--- src/rtl/aes_block_initiator_pkg.sv ---
// Shared constants, state encodings and helpers for the AES block initiator.
package aes_block_initiator_pkg;

    localparam int unsigned ADDR_W = 38;
    localparam int unsigned DATA_W = 32;
    localparam int unsigned RESP_W = 2;
    localparam int unsigned BLK_W  = 128;
    localparam int unsigned CNT_W  = 2;
    localparam int unsigned OFF_W  = 16;

    localparam logic [OFF_W-1:0] REG_AES_CTL  = 16'h0000;
    localparam logic [OFF_W-1:0] REG_FIFO_IN  = 16'h0004;
    localparam logic [OFF_W-1:0] REG_FIFO_OUT = 16'h0008;
    localparam logic [OFF_W-1:0] REG_CTR      = 16'h0010;
    localparam logic [OFF_W-1:0] REG_KEY      = 16'h0020;

    localparam logic [RESP_W-1:0] RESP_OKAY   = 2'b00;
    localparam logic [RESP_W-1:0] RESP_SLVERR = 2'b10;

    typedef enum logic [2:0] {
        X_IDLE  = 3'd0,
        X_WADDR = 3'd1,
        X_WDATA = 3'd2,
        X_WRESP = 3'd3,
        X_RADDR = 3'd4,
        X_RDATA = 3'd5
    } xfer_state_e;

    typedef enum logic [1:0] {
        S_IDLE  = 2'd0,
        S_WRITE = 2'd1,
        S_READ  = 2'd2,
        S_OUT   = 2'd3
    } seq_state_e;

    typedef struct packed {
        logic              write;
        logic [ADDR_W-1:0] addr;
        logic [DATA_W-1:0] wdata;
    } xfer_req_t;

    function automatic logic [ADDR_W-1:0] reg_addr(input logic [ADDR_W-1:0] base,
                                                   input logic [OFF_W-1:0]  off);
        return base + ADDR_W'(off);
    endfunction

    // Big-endian word select: word 0 is the most significant slice.
    function automatic logic [DATA_W-1:0] blk_word(input logic [BLK_W-1:0] blk,
                                                   input logic [CNT_W-1:0] idx);
        logic [DATA_W-1:0] w;
        case (idx)
            2'd0:    w = blk[127:96];
            2'd1:    w = blk[95:64];
            2'd2:    w = blk[63:32];
            default: w = blk[31:0];
        endcase
        return w;
    endfunction

    function automatic logic [BLK_W-1:0] blk_put(input logic [BLK_W-1:0]  blk,
                                                 input logic [CNT_W-1:0]  idx,
                                                 input logic [DATA_W-1:0] word);
        logic [BLK_W-1:0] b;
        b = blk;
        case (idx)
            2'd0:    b[127:96] = word;
            2'd1:    b[95:64]  = word;
            2'd2:    b[63:32]  = word;
            default: b[31:0]   = word;
        endcase
        return b;
    endfunction

endpackage

--- src/rtl/aes_block_initiator_xfer.sv ---
// Single AXI4-Lite transaction engine (one write or one read at a time).
// Optional AXIL_TIMEOUT_EN bounds every pending handshake to TIMEOUT_CYCLES.
module axil_single_xfer
    import aes_block_initiator_pkg::*;
#(
    parameter int unsigned TIMEOUT_CYCLES = 1024
) (
    input  logic              clk,
    input  logic              rst,
    input  logic              i_start,
    input  xfer_req_t         i_req,
    output logic              o_done_c,
    output logic [DATA_W-1:0] o_rdata_c,
    output logic              o_resp_err_c,
    output logic              o_timeout_c,
    output logic              o_wraddr_valid,
    input  logic              i_wraddr_ready,
    output logic [ADDR_W-1:0] o_wraddr,
    output logic              o_wr_valid,
    input  logic              i_wr_ready,
    output logic [DATA_W-1:0] o_wr_dat,
    input  logic              i_wrresp_valid,
    output logic              o_wrresp_ready,
    input  logic [RESP_W-1:0] i_wrresp_dat,
    output logic              o_rdaddr_valid,
    input  logic              i_rdaddr_ready,
    output logic [ADDR_W-1:0] o_rdaddr,
    input  logic              i_rd_valid,
    output logic              o_rd_ready,
    input  logic [DATA_W-1:0] i_rd_dat,
    input  logic [RESP_W-1:0] i_rdresp_dat
);

    xfer_state_e       r_state, w_state_nxt, w_start_state;
    logic              w_hs, w_done, w_load, w_timeout;
    logic              r_wraddr_valid, r_wr_valid, r_wrresp_ready, r_rdaddr_valid, r_rd_ready;
    logic              w_wraddr_valid_nxt, w_wr_valid_nxt, w_wrresp_ready_nxt;
    logic              w_rdaddr_valid_nxt, w_rd_ready_nxt;
    logic [ADDR_W-1:0] r_wraddr, r_rdaddr;
    logic [DATA_W-1:0] r_wr_dat;

    // Handshake of whichever channel the current phase is waiting on
    always_comb begin
        w_hs = 1'b0;
        case (r_state)
            X_WADDR: w_hs = i_wraddr_ready;
            X_WDATA: w_hs = i_wr_ready;
            X_WRESP: w_hs = i_wrresp_valid;
            X_RADDR: w_hs = i_rdaddr_ready;
            X_RDATA: w_hs = i_rd_valid;
            default: w_hs = 1'b0;
        endcase
    end

    assign w_done        = w_hs && ((r_state == X_WRESP) || (r_state == X_RDATA));
    assign w_load        = i_start && ((r_state == X_IDLE) || w_done);
    assign w_start_state = i_req.write ? X_WADDR : X_RADDR;

`ifdef AXIL_TIMEOUT_EN
    localparam int unsigned WAIT_W = $clog2(TIMEOUT_CYCLES + 1);
    logic [WAIT_W-1:0] r_wait;

    assign w_timeout = (r_state != X_IDLE) && !w_hs && (r_wait == WAIT_W'(TIMEOUT_CYCLES - 1));

    always_ff @(posedge clk or negedge rst) begin
        if (!rst) begin
            r_wait <= '0;
        end else if ((r_state == X_IDLE) || w_hs || w_timeout) begin
            r_wait <= '0;
        end else begin
            r_wait <= r_wait + WAIT_W'(1);
        end
    end
`else
    assign w_timeout = 1'b0;
`endif

    always_ff @(posedge clk or negedge rst) begin
        if (!rst) begin
            r_state <= X_IDLE;
        end else begin
            r_state <= w_state_nxt;
        end
    end

    // A new request is accepted in the same cycle the previous one completes
    always_comb begin
        w_state_nxt = r_state;
        case (r_state)
            X_IDLE:  if (i_start) w_state_nxt = w_start_state;
            X_WADDR: if (w_hs) w_state_nxt = X_WDATA;
            X_WDATA: if (w_hs) w_state_nxt = X_WRESP;
            X_WRESP: if (w_hs) w_state_nxt = i_start ? w_start_state : X_IDLE;
            X_RADDR: if (w_hs) w_state_nxt = X_RDATA;
            X_RDATA: if (w_hs) w_state_nxt = i_start ? w_start_state : X_IDLE;
            default: w_state_nxt = X_IDLE;
        endcase
        if (w_timeout) begin
            w_state_nxt = X_IDLE;
        end
    end

    always_comb begin
        w_wraddr_valid_nxt = (w_state_nxt == X_WADDR);
        w_wr_valid_nxt     = (w_state_nxt == X_WDATA);
        w_wrresp_ready_nxt = (w_state_nxt == X_WRESP);
        w_rdaddr_valid_nxt = (w_state_nxt == X_RADDR);
        w_rd_ready_nxt     = (w_state_nxt == X_RDATA);
    end

    always_ff @(posedge clk or negedge rst) begin
        if (!rst) begin
            r_wraddr_valid <= 1'b0;
            r_wr_valid     <= 1'b0;
            r_wrresp_ready <= 1'b0;
            r_rdaddr_valid <= 1'b0;
            r_rd_ready     <= 1'b0;
            r_wraddr       <= '0;
            r_wr_dat       <= '0;
            r_rdaddr       <= '0;
        end else begin
            r_wraddr_valid <= w_wraddr_valid_nxt;
            r_wr_valid     <= w_wr_valid_nxt;
            r_wrresp_ready <= w_wrresp_ready_nxt;
            r_rdaddr_valid <= w_rdaddr_valid_nxt;
            r_rd_ready     <= w_rd_ready_nxt;
            if (w_load && i_req.write) begin
                r_wraddr <= i_req.addr;
                r_wr_dat <= i_req.wdata;
            end
            if (w_load && !i_req.write) begin
                r_rdaddr <= i_req.addr;
            end
        end
    end

    assign o_done_c     = w_done;
    assign o_rdata_c    = i_rd_dat;
    assign o_resp_err_c = w_done && (((r_state == X_WRESP) && (i_wrresp_dat != RESP_OKAY)) ||
                                     ((r_state == X_RDATA) && (i_rdresp_dat != RESP_OKAY)));
    assign o_timeout_c  = w_timeout;

    assign o_wraddr_valid = r_wraddr_valid;
    assign o_wraddr       = r_wraddr;
    assign o_wr_valid     = r_wr_valid;
    assign o_wr_dat       = r_wr_dat;
    assign o_wrresp_ready = r_wrresp_ready;
    assign o_rdaddr_valid = r_rdaddr_valid;
    assign o_rdaddr       = r_rdaddr;
    assign o_rd_ready     = r_rd_ready;

endmodule

--- src/rtl/aes_block_initiator.sv ---
// Streams 128-bit blocks through the AES accelerator's FIFO registers over AXI4-Lite.
// Optional AXIL_TIMEOUT_EN aborts a stuck handshake after TIMEOUT_CYCLES and flags err.
module aes_block_initiator
    import aes_block_initiator_pkg::*;
#(
    parameter logic [ADDR_W-1:0] BASE_ADDR      = 38'h0,
    parameter int unsigned       TIMEOUT_CYCLES = 1024
) (
    input  logic              clk,
    input  logic              rst,
    output logic              wraddr_valid,
    input  logic              wraddr_ready,
    output logic [ADDR_W-1:0] wraddr,
    output logic              wr_valid,
    input  logic              wr_ready,
    output logic [DATA_W-1:0] wr_dat,
    input  logic              wrresp_valid,
    output logic              wrresp_ready,
    input  logic [RESP_W-1:0] wrresp_dat,
    output logic              rdaddr_valid,
    input  logic              rdaddr_ready,
    output logic [ADDR_W-1:0] rdaddr,
    input  logic              rd_valid,
    output logic              rd_ready,
    input  logic [DATA_W-1:0] rd_dat,
    input  logic [RESP_W-1:0] rdresp_dat,
    input  logic              in_valid,
    output logic              in_ready,
    input  logic [BLK_W-1:0]  in_block,
    output logic              out_valid,
    input  logic              out_ready,
    output logic [BLK_W-1:0]  out_block,
    output logic              busy,
    output logic              err
);

    localparam logic [ADDR_W-1:0] WR_ADDR   = reg_addr(BASE_ADDR, REG_FIFO_IN);
    localparam logic [ADDR_W-1:0] RD_ADDR   = reg_addr(BASE_ADDR, REG_FIFO_OUT);
    localparam logic [CNT_W-1:0]  LAST_WORD = CNT_W'(3);

    seq_state_e        r_state, w_state_nxt;
    logic [CNT_W-1:0]  r_cnt, w_cnt_nxt;
    logic [BLK_W-1:0]  r_blk, r_out_block;
    logic              r_in_ready, r_out_valid, r_busy, r_err;
    logic              w_in_ready_nxt, w_out_valid_nxt, w_busy_nxt, w_err_nxt;
    logic              w_accept, w_start, w_done, w_resp_err, w_timeout;
    logic [DATA_W-1:0] w_rdata;
    xfer_req_t         w_req;

    assign w_accept = (r_state == S_IDLE) && in_valid && r_in_ready;

    always_ff @(posedge clk or negedge rst) begin
        if (!rst) begin
            r_state <= S_IDLE;
            r_cnt   <= '0;
        end else begin
            r_state <= w_state_nxt;
            r_cnt   <= w_cnt_nxt;
        end
    end

    // Word sequencer: four writes, then four reads, then hand the result out
    always_comb begin
        w_state_nxt = r_state;
        w_cnt_nxt   = r_cnt;
        w_start     = 1'b0;
        w_req.write = 1'b1;
        w_req.addr  = WR_ADDR;
        w_req.wdata = blk_word(r_blk, r_cnt + CNT_W'(1));
        case (r_state)
            S_IDLE: begin
                if (w_accept) begin
                    w_state_nxt = S_WRITE;
                    w_cnt_nxt   = '0;
                    w_start     = 1'b1;
                    w_req.wdata = blk_word(in_block, CNT_W'(0));
                end
            end
            S_WRITE: begin
                if (w_done) begin
                    w_start = 1'b1;
                    if (r_cnt == LAST_WORD) begin
                        w_state_nxt = S_READ;
                        w_cnt_nxt   = '0;
                        w_req.write = 1'b0;
                        w_req.addr  = RD_ADDR;
                    end else begin
                        w_cnt_nxt = r_cnt + CNT_W'(1);
                    end
                end
            end
            S_READ: begin
                if (w_done) begin
                    if (r_cnt == LAST_WORD) begin
                        w_state_nxt = S_OUT;
                    end else begin
                        w_cnt_nxt   = r_cnt + CNT_W'(1);
                        w_start     = 1'b1;
                        w_req.write = 1'b0;
                        w_req.addr  = RD_ADDR;
                    end
                end
            end
            S_OUT: begin
                if (out_ready) begin
                    w_state_nxt = S_IDLE;
                end
            end
            default: w_state_nxt = S_IDLE;
        endcase
        if (w_timeout) begin
            w_state_nxt = S_IDLE;
            w_cnt_nxt   = '0;
            w_start     = 1'b0;
        end
    end

    always_comb begin
        w_in_ready_nxt  = (w_state_nxt == S_IDLE);
        w_out_valid_nxt = (w_state_nxt == S_OUT);
        w_busy_nxt      = (w_state_nxt != S_IDLE);
        w_err_nxt       = r_err | w_resp_err | w_timeout;
    end

    always_ff @(posedge clk or negedge rst) begin
        if (!rst) begin
            r_in_ready  <= 1'b0;
            r_out_valid <= 1'b0;
            r_busy      <= 1'b0;
            r_err       <= 1'b0;
            r_blk       <= '0;
            r_out_block <= '0;
        end else begin
            r_in_ready  <= w_in_ready_nxt;
            r_out_valid <= w_out_valid_nxt;
            r_busy      <= w_busy_nxt;
            r_err       <= w_err_nxt;
            if (w_accept) begin
                r_blk <= in_block;
            end
            if ((r_state == S_READ) && w_done) begin
                r_out_block <= blk_put(r_out_block, r_cnt, w_rdata);
            end
        end
    end

    axil_single_xfer #(
        .TIMEOUT_CYCLES(TIMEOUT_CYCLES)
    ) u_xfer (
        .clk            (clk),
        .rst            (rst),
        .i_start        (w_start),
        .i_req          (w_req),
        .o_done_c       (w_done),
        .o_rdata_c      (w_rdata),
        .o_resp_err_c   (w_resp_err),
        .o_timeout_c    (w_timeout),
        .o_wraddr_valid (wraddr_valid),
        .i_wraddr_ready (wraddr_ready),
        .o_wraddr       (wraddr),
        .o_wr_valid     (wr_valid),
        .i_wr_ready     (wr_ready),
        .o_wr_dat       (wr_dat),
        .i_wrresp_valid (wrresp_valid),
        .o_wrresp_ready (wrresp_ready),
        .i_wrresp_dat   (wrresp_dat),
        .o_rdaddr_valid (rdaddr_valid),
        .i_rdaddr_ready (rdaddr_ready),
        .o_rdaddr       (rdaddr),
        .i_rd_valid     (rd_valid),
        .o_rd_ready     (rd_ready),
        .i_rd_dat       (rd_dat),
        .i_rdresp_dat   (rdresp_dat)
    );

    assign in_ready  = r_in_ready;
    assign out_valid = r_out_valid;
    assign out_block = r_out_block;
    assign busy      = r_busy;
    assign err       = r_err;

endmodule

--- config.mk ---
export PLATFORM = sky130hd
export DESIGN_NAME = aes_block_initiator
export DESIGN_NICKNAME = d
export VERILOG_FILES = /design/src/rtl/aes_block_initiator_pkg.sv /design/src/rtl/aes_block_initiator_xfer.sv /design/src/rtl/aes_block_initiator.sv
export SDC_FILE = /design/constraint.sdc
export NUM_CORES = 1
export LEC_CHECK = 0
export BUFFER_PORTS_ARGS = -buffer_cell sky130_fd_sc_hd__buf_2
export CELL_PAD_IN_SITES_DETAIL_PLACEMENT = 0
export CELL_PAD_IN_SITES_GLOBAL_PLACEMENT = 1
export CORE_MARGIN = 2
export CORE_UTILIZATION = 35
export CTS_CLUSTER_DIAMETER = 150
export DETAILED_ROUTE_END_ITERATION = 7
export GPL_TIMING_DRIVEN = 0
export PLACE_DENSITY_LB_ADDON = 0.1
export SLEW_MARGIN = 20
export SYNTH_ARGS = -nofsm -noshare
export SYNTH_HDL_FRONTEND = slang
export SYNTH_SLANG_ARGS = --single-unit
--- constraint.sdc ---
create_clock -name clk -period 2.2 [get_ports clk]
set_input_delay 0.22 -clock clk [delete_from_list [all_inputs] [get_ports clk]]
set_output_delay 0.22 -clock clk [all_outputs]
set_load 0.005 [all_outputs]
[Word-level counts from Yosys, hierarchy flattened]
Cells that the tools add are included.
Operators by class
  add/sub/neg operators: 1
  $mul: 0
  div/mod/pow operators: 0
  $lt $le $gt $ge: 0
  eq/ne operators: 23
  shift operators: 0
  multiplexer cells: 35
  bitwise gates (word level): 2
  reduce and logical (&&, ||, !) cells: 30
Operators by type and width (count)
  39-bit 2-to-1 mux: 4
  32-bit case mux with 3 select lines: 1
  39-bit case mux with 2 select lines: 1
  32-bit 2-to-1 mux: 2
  2-bit 2-to-1 mux: 11
  3-bit 2-to-1 mux: 7
  3-bit case mux with 5 select lines: 1
  2-bit equality test (second input constant): 6
  3-bit by 2-bit equality test with 1-bit output (second input constant): 4
  3-bit equality test (second input constant): 4
  1-bit logical AND: 10
  2-bit logical NOT: 4
  2-bit case mux with 4 select lines: 1
  2-bit AND reduction: 4
  2-bit by 1-bit equality test with 1-bit output (second input constant): 3
  3-bit by 1-bit equality test with 1-bit output (second input constant): 2
  2-bit case mux with 3 select lines: 1
  2-bit nonzero test: 3
  1-bit case mux with 5 select lines: 1
  5-bit AND reduction: 1
  1-bit 2-to-1 mux: 4
  2-bit by 1-bit inequality test with 1-bit output (second input constant): 2
  2-bit inequality test (second input constant): 2
  3-bit logical NOT: 1
  9 further kinds: 11
Word-level totals
  register bits after elaboration: 380
  bits in latches: 0
  memory bits (writable): 0
  bits in read-only memories: 0
  input bits: 173
  logic and storage cells: 111
  memories kept: 0

[Depth between registers and ports, before layout]
Gate-level depths: netlist of run 1.
  depth after elaboration: 10
  gate-level depth with buffers: 9
  gate-level depth less buffers: 7

[Modules after synthesis]
A second synthesis of run 1 with hierarchy kept.
Unflattened totals
  cell total of the unflattened synthesis: 1369
  area, all modules: 15827.7 um2
By module, submodules not included
  aes_block_initiator: instances 1, cells an instance 1058, area an instance 11035.6 um2, sequential area each 6606.3 um2
  axil_single_xfer: instances 1, cells an instance 311, area an instance 4792.1 um2, sequential area each 2902.8 um2

[Worst setup path before layout of run 1]
Ideal clock, no wire load.
  path type: register to register
  start: register r_state[0]
  end: register u_xfer.r_wr_dat[10], in the netlist u_xfer.o_wr_dat[10]
  setup time: 125 ps
  data arrival time: 2247 ps
  required time: 2075 ps
  slack: -172 ps
  stages on the path, launching flop included: 10
  path buffers: 2
  path through: dfrtp_1 > inv_1 > ha_1 > clkbuf_1 > nor2_1 > nand2_1 > o211ai_2 > nor4_4 > buf_6 > mux2_4
On the way
  cells in the longest elaborated chain, start to end: 7
  elaborated cells between the ends (all ways): 12
RTL lines
  start: declaration: RTL line aes_block_initiator.sv:41  | seq_state_e r_state, w_state_nxt;
  start signal: assignment: RTL line aes_block_initiator.sv:57  | r_state <= w_state_nxt;
  2-bit logical NOT: RTL line aes_block_initiator.sv:50, aes_block_initiator.sv:70
  1-bit logical AND (2 in series): RTL line aes_block_initiator.sv:50  | assign w_accept = (r_state == S_IDLE) && in_valid && r_in_ready;
  1-bit 2-to-1 mux: RTL line aes_block_initiator.sv:72  | if (w_accept) begin
  1-bit case mux with 3 select lines: RTL line aes_block_initiator.sv:70  | case (r_state)
  1-bit logical AND: RTL line aes_block_initiator_xfer.sv:56  | assign w_load = i_start && ((r_state == X_IDLE) || w_done);
  1-bit logical AND: RTL line aes_block_initiator_xfer.sv:127  | if (w_load && i_req.write) begin
  end signal: assignment: RTL line aes_block_initiator_xfer.sv:129  | r_wr_dat <= i_req.wdata;
  end: declaration: RTL line aes_block_initiator_xfer.sv:40  | logic [DATA_W-1:0] r_wr_dat;
Several ways; a longest one is shown, not always the timed one.
A chain may end at the register's enable or synchronous reset.

[Final worst setup path of run 1]
  start: register u_xfer.r_state[0]
  end: register u_xfer.r_wr_dat[9], in the netlist u_xfer.o_wr_dat[9]
On the way
  cells in the longest elaborated chain, start to end: 7
  elaborated cells between the ends (all ways): 18
RTL lines
  start: declaration: RTL line aes_block_initiator_xfer.sv:34  | xfer_state_e r_state, w_state_nxt, w_start_state;
  start signal: assignment: RTL line aes_block_initiator_xfer.sv:82  | r_state <= w_state_nxt;
  3-bit equality test (tied with other cells): RTL line aes_block_initiator_xfer.sv:45, aes_block_initiator_xfer.sv:55
  1-bit case mux with 5 select lines / 1-bit logical OR (equally long branches): RTL line aes_block_initiator_xfer.sv:45, aes_block_initiator_xfer.sv:55
  1-bit logical AND: RTL line aes_block_initiator_xfer.sv:55  | assign w_done = w_hs && ((r_state == X_WRESP) || (r_state == X_RDATA));
  1-bit 2-to-1 mux, on equally long branches: RTL line aes_block_initiator.sv:93, aes_block_initiator.sv:80
  1-bit case mux with 3 select lines: RTL line aes_block_initiator.sv:70
  1-bit logical AND: RTL line aes_block_initiator_xfer.sv:56
  1-bit logical AND *: RTL line aes_block_initiator_xfer.sv:127
Every way passes the cells marked *; elsewhere a longest branch is shown, timed or not.

==> impl_metrics.tcl, run 1 <==
set metrics [dict create \
    clk_path_buf_depth 3 \
    critPathLaunchType "flip-flop" \
    cts_tree "built" \
    synth.largest_area_cell "dfrtp_1" \
    cp_slowest_cell "dfrtp_1" \
    ios 418 \
    ctsHtreeMaxLevel 2 \
    peakVddDrop_mv 0.425 \
    vias_per_cell 4.58 \
    clock_sinks 308 \
    setup_ws_ns -0.103 \
    antennaDiodeCount 0 \
    grt_usage_pct 20.9 \
    fmax_mhz 434 \
    gr-total-overflow 0 \
    setup_viol 34 \
    synth_cells 1253 \
    worstPathRequired_ns 2.58 \
    critPathMaxStageDelay_ns 0.37 \
    reg2regPathDepth 9 \
    clk_latency_ns 0.51 \
    vias 11100 \
    rsz0062_at_grt "yes" \
    drtIter0Drc 633 \
    violations "negative setup slack" \
    gp_congestion 0.781 \
    rows 71 \
    cap_violations 0 \
    hold_slack_ns 0.0226 \
    grt_start_max_net_pins 95 \
    die_h_um 200 \
    cp_cell_sequence "buf_6 > buf_4 > and4bb_2 > a211o_1 > nor4_4 > buf_6 > buf_12 > buf_12 > mux2_4" \
    nets 2085 \
    placedInstanceArea_um2 16200 \
    synth_ff_type "dfrtp_1" \
    p_per_area_nw_per_um2 627 \
    drive_above_1_share_pct 39.0 \
    hold_viol_final 0 \
    synth.ff_latch_count 308 \
    netlist_area_um2 13400 \
    clk_pin_slew_ns 0.06 \
    max_slew_margin_pct 52.5 \
    synth_area_leaders "dfrtp_1, nand2_1, mux2_2" \
    seq_area_frac_synth_pct 57.4 \
    start_util_pct 35.5 \
    skew_ns 0.0178 \
    portBuffers 345 \
    status "complete, but fails checks" \
    cts_buffers 36 \
    worst-setup-path-type "reg2reg" \
    antenna_found_initial 0 \
    p_leak_nw 11.0 \
    synth_edf_count 0 \
    post_drt_wl_per_cell_um 17.4 \
    final_area_um2 19500 \
    worstPathMaxFanout 6 \
    hold_depth 2 \
    post-dp-hpwl_mm 28.9 \
    grt_first_pass_wirelength_mm 64.0 \
    arrival_ns 2.68 \
    grt_pass1_vias 11300 \
    hold_class "in2reg" \
    core_area_um2 37800 \
    yosysMostFrequentCell "nand2_1" \
    synth_top_cell_area_share_pct 57.4 \
    cts_root_buf "clkbuf_16" \
    synth.avg_cell_area_um2 10.7 \
    drv_slew 0 \
    dieArea_um2 39900 \
    area_growth_syn_to_layout_pct 45.5 \
    remaining_drc_errors 0 \
    synthTopCellsByCount "nand2_1, dfrtp_1, mux2_2, buf_4, clkbuf_1" \
    ys_warn_count 0 \
    power_mw 12.2 \
    endpoint_kind "flip-flop" \
    ff2ff_setup_slack_ns -0.10 \
    min_period_ns 2.30 \
    tns_ns -2.28 \
    ant_nets 0 \
    dr.pass1.iters 6 \
    totalWireLength_mm 42.4 \
    synth-async-reset-ratio_pct 100 \
    synth_cell_types 48 \
    fp.dieW_um 200 \
    tightestPinTransition_ns 0.705 \
    period_share_pct 105 \
]
[repair_timing]
| action | CTS | global route |
|---|---|---|
| cloned | 3 | 0 |
| hold buffers | 160 | 0 |
| setup buffers | 21 | 11 |
| hold endpoints to repair | 290 | 0 |
| setup endpoints to repair | 284 | 193 |
| pin swaps | 7 | 4 |
| resized for setup | 90 | 36 |
[critical path: cells and delay by family (launching register included)]
family / cells / cell delay, ns
buf+inv: 5 / 0.71
simple gates: 2 / 0.52
flops: 1 / 0.37
compound gates: 1 / 0.29
mux: 1 / 0.30
[through the flow]
step / std cells / worst slack, ns / utilization [%]
4_1_cts: 2426 / -0.160 / 51.4
3_5_place_dp: 2183 / -0.805 / 42.9
3_3_place_gp: 2180 / -5.24 / 42.6
5_1_grt: 2435 / -0.221 / 51.7
6_report: 2435 / -0.103 / 51.7
2_1_floorplan: 1324 / -0.0592 / -
[per-layer routing]
layer  up-vias  track usage [%]  part of all wire [%]
met2       356             34.8                    47
li1       5314                -                     -
met5         -                0                     0
met1      5416             28.8                    45
met4         0             5.38                   2.3
met3        56             3.07                   5.3
[power by group]
group / switching, mW / leakage (nW) / internal, mW
Sequential: 0 / 4.28 / 5.67
Combinational: 0.291 / 6.14 / 0.395
Clock: 2.30 / 0.578 / 3.59
Total: 2.59 / 11.0 / 9.65
[area by class of cell]
type | instances | area (um2)
Clock inverter | 12 | 135
Buffer | 136 | 923
Clock buffer | 49 | 1020
Timing Repair Buffer | 541 | 3750
Multi-Input combinational cell | 871 | 5310
Inverter | 7 | 31.3
Sequential cell | 308 | 7710
Fill cell | 3512 | 18200
Tap cell | 511 | 639
[worst paths after layout]
kind	start	end
hold / removal	rd_dat[24]	out_block[120]$_DFFE_PN0P_
max in group asynchronous	rst	out_block[99]$_DFFE_PN0P_
min in group asynchronous	rst	u_xfer.o_wr_dat[7]$_DFFE_PN0P_
setup / recovery	u_xfer.r_state[0]$_DFF_PN0_	u_xfer.o_wr_dat[9]$_DFFE_PN0P_
setup reg to reg	u_xfer.r_state[0]$_DFF_PN0_	u_xfer.o_wr_dat[9]$_DFFE_PN0P_
hold reg to reg	err$_DFF_PN0_	err$_DFF_PN0_
[cell usage in the layout, fill, tap and decap left out, drive strengths merged, types with 2 or more instances in the layout]
master and n:
o211ai 4, nand3 4, a21o 2, dfrtp 308, a21oi 4, buf 469, a222oi 32, o21bai 2
clkinv 9, o21ai 44, inv 7, nand2 486, or2 3, conb 72, mux2i 2, a21boi 2
and4b 2, nand2b 2, dlygate4sd3 160, bufinv 3, ha 11, mux2 163, nor2b 6, nor2 9
and2 3, o21a 2, clkbuf 97
[registers in the layout, summed over array words and instances, names as in the netlist]
register               flops
u_xfer.o_rdaddr            2
u_xfer.o_wrresp_ready      1
u_xfer.o_rdaddr_valid      1
err                        1
r_state                    2
out_block                128
u_xfer.o_rd_ready          1
out_valid                  1
u_xfer.o_wraddr_valid      1
u_xfer.r_state             3
u_xfer.o_wr_dat           32
busy                       1
r_blk                    128
u_xfer.o_wraddr            2
in_ready                   1
r_cnt                      2
u_xfer.o_wr_valid          1
[logic make-up (layout without fill, tap and decap cells)]
family,count (synthesis),count (layout),synth area share (%)
mux,165,165,14.4
simple gates,523,523,15.4
flops,308,308,57.4
fa+ha+maj,11,11,1.03
buf+inv,145,745,6.30
other cells,1,72,0.0279
compound gates,100,100,5.38
No activity file was read; power rests on OpenSTA's default activity.
==> run 2: changes to the inputs <==
SETUP_SLACK_MARGIN = 0.15   (was default)
==> impl_metrics.tcl, run 2 (synthesis gave the netlist of run 1 again) <==
set metrics [dict create \
    grt_first_pass_wirelength_mm 64.0 \
    drtIter0Drc 558 \
    worstPathMaxFanout 10 \
    worstPathRequired_ns 2.58 \
    dpl.cell_count 2183 \
    hold_class "in2reg" \
    dp_worst_setup_slack_ns -0.805 \
    ctsHtreeMaxLevel 2 \
    drv_slew 0 \
    cts_buffers 36 \
    violations "negative setup slack" \
    final_cell_mix "nand2_1, buf_2, dfrtp_1" \
    final_common_cell "nand2_1" \
    remaining_drc_errors 0 \
    critPathMaxStageDelay_ns 0.43 \
    gp_congestion 0.781 \
    p_leak_nw 11.2 \
    cts_root_buf "clkbuf_16" \
    post-dp-hpwl_mm 28.9 \
    tns_ns -1.75 \
    skew_ns 0.0170 \
    antennaDiodeCount 0 \
    area_growth_syn_to_layout_pct 47.9 \
    placedInstanceArea_um2 16200 \
    clock_sinks 308 \
    tightestPinTransition_ns 0.635 \
    clk_latency_ns 0.51 \
    arrival_ns 2.68 \
    antenna_found_initial 0 \
    setup_ws_ns -0.0959 \
    hold_depth 2 \
    peakVddDrop_mv 0.425 \
    start_util_pct 35.5 \
    die_h_um 200 \
    ant_nets 0 \
    grt_pass1_vias 11300 \
    min_period_ns 2.30 \
    rows 71 \
    endpoint_kind "flip-flop" \
    setup_viol 26 \
    nets 2099 \
    stdcell_count 2449 \
    fp.dieW_um 200 \
    grt_usage_pct 20.9 \
    status "complete, but fails checks" \
    drive_above_1_share_pct 40.1 \
    hold_viol_final 0 \
    clk_path_buf_depth 3 \
    core_area_um2 37800 \
    cp_slowest_cell "dfrtp_2" \
    vias_per_cell 4.58 \
    grt_start_max_net_pins 95 \
    final_area_um2 19800 \
    dr.pass1.iters 6 \
    period_share_pct 104 \
    cts_tree "built" \
    gr-total-overflow 0 \
    clk_pin_slew_ns 0.06 \
    cap_violations 0 \
    ios 418 \
    rsz0062_at_grt "yes" \
    ff2ff_setup_slack_ns -0.1 \
    totalWireLength_mm 42.8 \
    p_per_area_nw_per_um2 617 \
    worst-setup-path-type "reg2reg" \
    cp_cell_sequence "buf_4 > ha_4 > buf_4 > clkbuf_8 > nor2_2 > nand2_2 > o211ai_4 > nor4_4 > buf_6 > buf_12 > buf_12 > mux2_4" \
    fmax_mhz 436 \
    max_slew_margin_pct 57.6 \
    reg2regPathDepth 12 \
    vias 11200 \
    portBuffers 345 \
    critPathLaunchType "flip-flop" \
    power_mw 12.2 \
    post_drt_wl_per_cell_um 17.5 \
    dieArea_um2 39900 \
]
run 2: cell types whose count changed in the layout (fill, tap and decap cells not counted), moves of 3 or more:
cell,before,now
buf_6,6,12
clkbuf_2,26,29
buf_1,5,1
buf_12,3,9
clkbuf_8,5,10
clkbuf_1,17,13
clkbuf_4,12,6
clkbuf_16,37,40
buf_4,98,105
inv_2,0,3
run 2: what timing repair did:
action,in CTS,in global routing
hold buffers,160,0
pin swaps,9,7
setup buffers,27,12
setup endpoints to repair,291,225
gates resized for setup,125,55
endpoints found under the hold margin,290,0
cloned,2,4
run 2: worst max-delay path, delay by kind of cell, from the launching register on:
| kind | cells | cell delay [ns] |
|---|---|---|
| AOI/OAI and AO/OA | 1 | 0.11 |
| and+or+nand+nor | 3 | 0.28 |
| adders and majority gates | 1 | 0.16 |
| muxes | 1 | 0.30 |
| DFF | 1 | 0.43 |
| buffers and inverters | 6 | 0.88 |
run 2: report_power, final:
group | switching, mW | internal (mW) | leakage [nW]
combinational | 0.291 | 0.395 | 6.33
clock | 2.31 | 3.59 | 0.578
sequential | 0 | 5.67 | 4.29
total | 2.60 | 9.65 | 11.2
run 2: area by class of cell:
class                      count  area (um2)
inverter                       7        26.3
sequential                   308        7710
clock inverter                12         135
buffer                       138        1060
clock buffer                  49        1020
fill                        3489       17900
timing repair buffer         553        3920
multi-input combinational    871        5340
tap                          511         639
run 2: path summary, 6_finish.rpt:
| path | startpoint | endpoint |
|---|---|---|
| setup / recovery | r_state[1]$_DFF_PN0_ | u_xfer.o_wr_dat[9]$_DFFE_PN0P_ |
| hold / removal | rd_dat[24] | out_block[120]$_DFFE_PN0P_ |
| setup reg to reg | r_state[1]$_DFF_PN0_ | u_xfer.o_wr_dat[9]$_DFFE_PN0P_ |
| hold reg to reg | err$_DFF_PN0_ | err$_DFF_PN0_ |
| max in group asynchronous | rst | out_block[37]$_DFFE_PN0P_ |
| min in group asynchronous | rst | u_xfer.o_wr_dat[7]$_DFFE_PN0P_ |
run 2: stage by stage:
step / utilization (%) / hold slack [ns]
6_report: 52.6 / 0.0203
5_1_grt: 52.6 / 0.00926
4_1_cts: 51.8 / 0.000479
3_5_place_dp: 42.9 / 0.119
3_3_place_gp: 42.6 / 0.415
2_1_floorplan: - / -0.0756
run 2: routing by layer:
metal  part of all wire (%)  vias up  track usage [%]
met5                      0        -                0
met4                    2.3        0             5.38
met3                    5.0       53             3.07
met2                     47      341             34.7
met1                     45     5485             28.7
li1                       -     5347                -
==> run 3: changes to the inputs <==
CORE_MARGIN = default   (was 2)
PLACE_DENSITY = 0.79   (was default)
PLACE_DENSITY_LB_ADDON = default   (was 0.1)
==> impl_metrics.tcl, run 3 (synthesis gave the netlist of run 1 again) <==
set metrics [dict create \
    p_per_area_nw_per_um2 610 \
    tns_ns -1.89 \
    multiInputGateArea_um2 5380 \
    vias_per_cell 4.61 \
    totalWireLength_mm 41.2 \
    area_growth_syn_to_layout_pct 46.9 \
    p_leak_nw 11.1 \
    skew_ns 0.0193 \
    post-dp-hpwl_mm 27.9 \
    gp_congestion 0.808 \
    ant_nets 0 \
    drtIter0Drc 573 \
    ff2ff_setup_slack_ns -0.1 \
    ctsHtreeMaxLevel 2 \
    clock_sinks 308 \
    status "complete, but fails checks" \
    portBuffers 345 \
    cts_root_buf "clkbuf_16" \
    remaining_drc_errors 0 \
    critPathLaunchType "flip-flop" \
    hold_class "in2reg" \
    dr.pass1.iters 5 \
    nets 2092 \
    dp_worst_setup_slack_ns -0.787 \
    worstPathMaxFanout 5 \
    rsz0062_at_grt "yes" \
    critPathLaunch "u_xfer.r_state[0]$_DFF_PN0_" \
    dieArea_um2 39100 \
    grt_first_pass_wirelength_mm 62.3 \
    violations "negative setup slack" \
    hold_viol_final 0 \
    r2r-start "u_xfer.r_state[0]$_DFF_PN0_" \
    grt_pass1_vias 11400 \
    grt_usage_pct 20.6 \
    core_area_um2 37700 \
    r2r-end "u_xfer.o_wr_dat[14]$_DFFE_PN0P_" \
    cap_violations 0 \
    setup_viol 31 \
    fp.dieW_um 198 \
    clk_path_buf_depth 3 \
    crit_end "u_xfer.o_wr_dat[14]$_DFFE_PN0P_" \
    regArea_um2 7710 \
    final_common_cell "nand2_1" \
    cts_tree "built" \
    tightestPinTransition_ns 0.605 \
    grt_start_max_net_pins 102 \
    vias 11300 \
    worst-setup-path-type "reg2reg" \
    clk_pin_slew_ns 0.06 \
    clk_latency_ns 0.54 \
    gr-total-overflow 0 \
    die_h_um 198 \
    endpoint_kind "flip-flop" \
    peakVddDrop_mv 0.499 \
    max_slew_margin_pct 59.7 \
    drv_slew 0 \
    post_drt_wl_per_cell_um 16.8 \
    power_mw 12.0 \
    antenna_found_initial 3 \
    hold_depth 4 \
    min_period_ns 2.30 \
    final_cell_mix "nand2_1, buf_2, dfrtp_1" \
    hold_slack_ns 0.0751 \
    period_share_pct 104 \
    setup_ws_ns -0.0966 \
    ios 418 \
    num-fill-cells 3408 \
    fmax_mhz 435 \
    rows 71 \
    start_util_pct 35.6 \
    arrival_ns 2.72 \
    cts_buffers 36 \
    worstPathRequired_ns 2.62 \
    reg2regPathDepth 8 \
    drive_above_1_share_pct 39.9 \
]
==> run 3: cell count changes in the layout (fill, tap and decap cells not counted), moves of 3 or more <==
cell        delta
clkinv_2       -5
buf_6          +8
bufinv_16      -3
clkbuf_8       -4
buf_4          -7
diode_2        +3
buf_8          +3
buf_12         -6
clkinvlp_4     +4
==> run 3: metal layers <==
layer / track usage [%] / wire (um) / vias to the layer above
li1: - / - / 5336
met5: 0 / 0 / -
met2: 34.2 / 19800 / 401
met1: 26.0 / 17200 / 5455
met4: 9.36 / 1480 / 0
met3: 4.05 / 2720 / 91
==> run 3: cell type report <==
class	count	area share (%)
repair buffers	546	19.2
inverters	7	0.146
clock inverters	12	0.432
diodes	3	0.0381
flip-flops and latches	308	39.1
multi-input cells	871	27.3
plain buffers	138	5.29
well taps	511	3.24
clock buffers	49	5.23
==> run 3: where the power goes <==
| part | leakage (nW) | switching, mW | internal [mW] |
|---|---|---|---|
| clock network | 0.540 | 2.38 | 3.29 |
| logic | 6.24 | 0.286 | 0.396 |
| registers | 4.29 | 0 | 5.67 |
==> run 3: repair_timing <==
item | CTS | global route
buffers inserted | 22 | 11
endpoints found under the setup margin | 291 | 230
pin swaps | 3 | 10
gates cloned | 1 | 3
endpoints found under the hold margin | 319 | 0
gates resized for setup | 102 | 77
hold buffers | 161 | 0
==> run 3: how the worst min path moves through the flow <==
| stage | start | endpoint |
|---|---|---|
| floorplan | rst | busy$_DFF_PN0_ |
| global placement | in_block[34] | r_blk[34]$_DFFE_PN0P_ |
| detailed placement | rst | u_xfer.o_wr_dat[30]$_DFFE_PN0P_ |
| CTS | rdresp_dat[0] | err$_DFF_PN0_ |
| global route | rd_valid | u_xfer.o_rdaddr_valid$_DFF_PN0_ |
| finish | rdresp_dat[0] | err$_DFF_PN0_ |
==> run 3: metrics by stage <==
step	util (%)	instances	cell area [um2]
floorplan	-	1324	13700
global placement	42.7	2180	16100
detailed placement	43.0	2183	16200
CTS	51.4	2428	19400
global route	52.3	2445	19700
finish	52.3	2445	19700
==> run 3: worst max-delay path, cell delays in order, from the launching register on <==
cell and delay, ns:
dfrtp_1 0.39, buf_6 0.13, and4b_4 0.20, o211ai_1 0.27, o211ai_4 0.14, nor4_4 0.35
buf_6 0.23, clkbuf_16 0.18, mux2_4 0.29
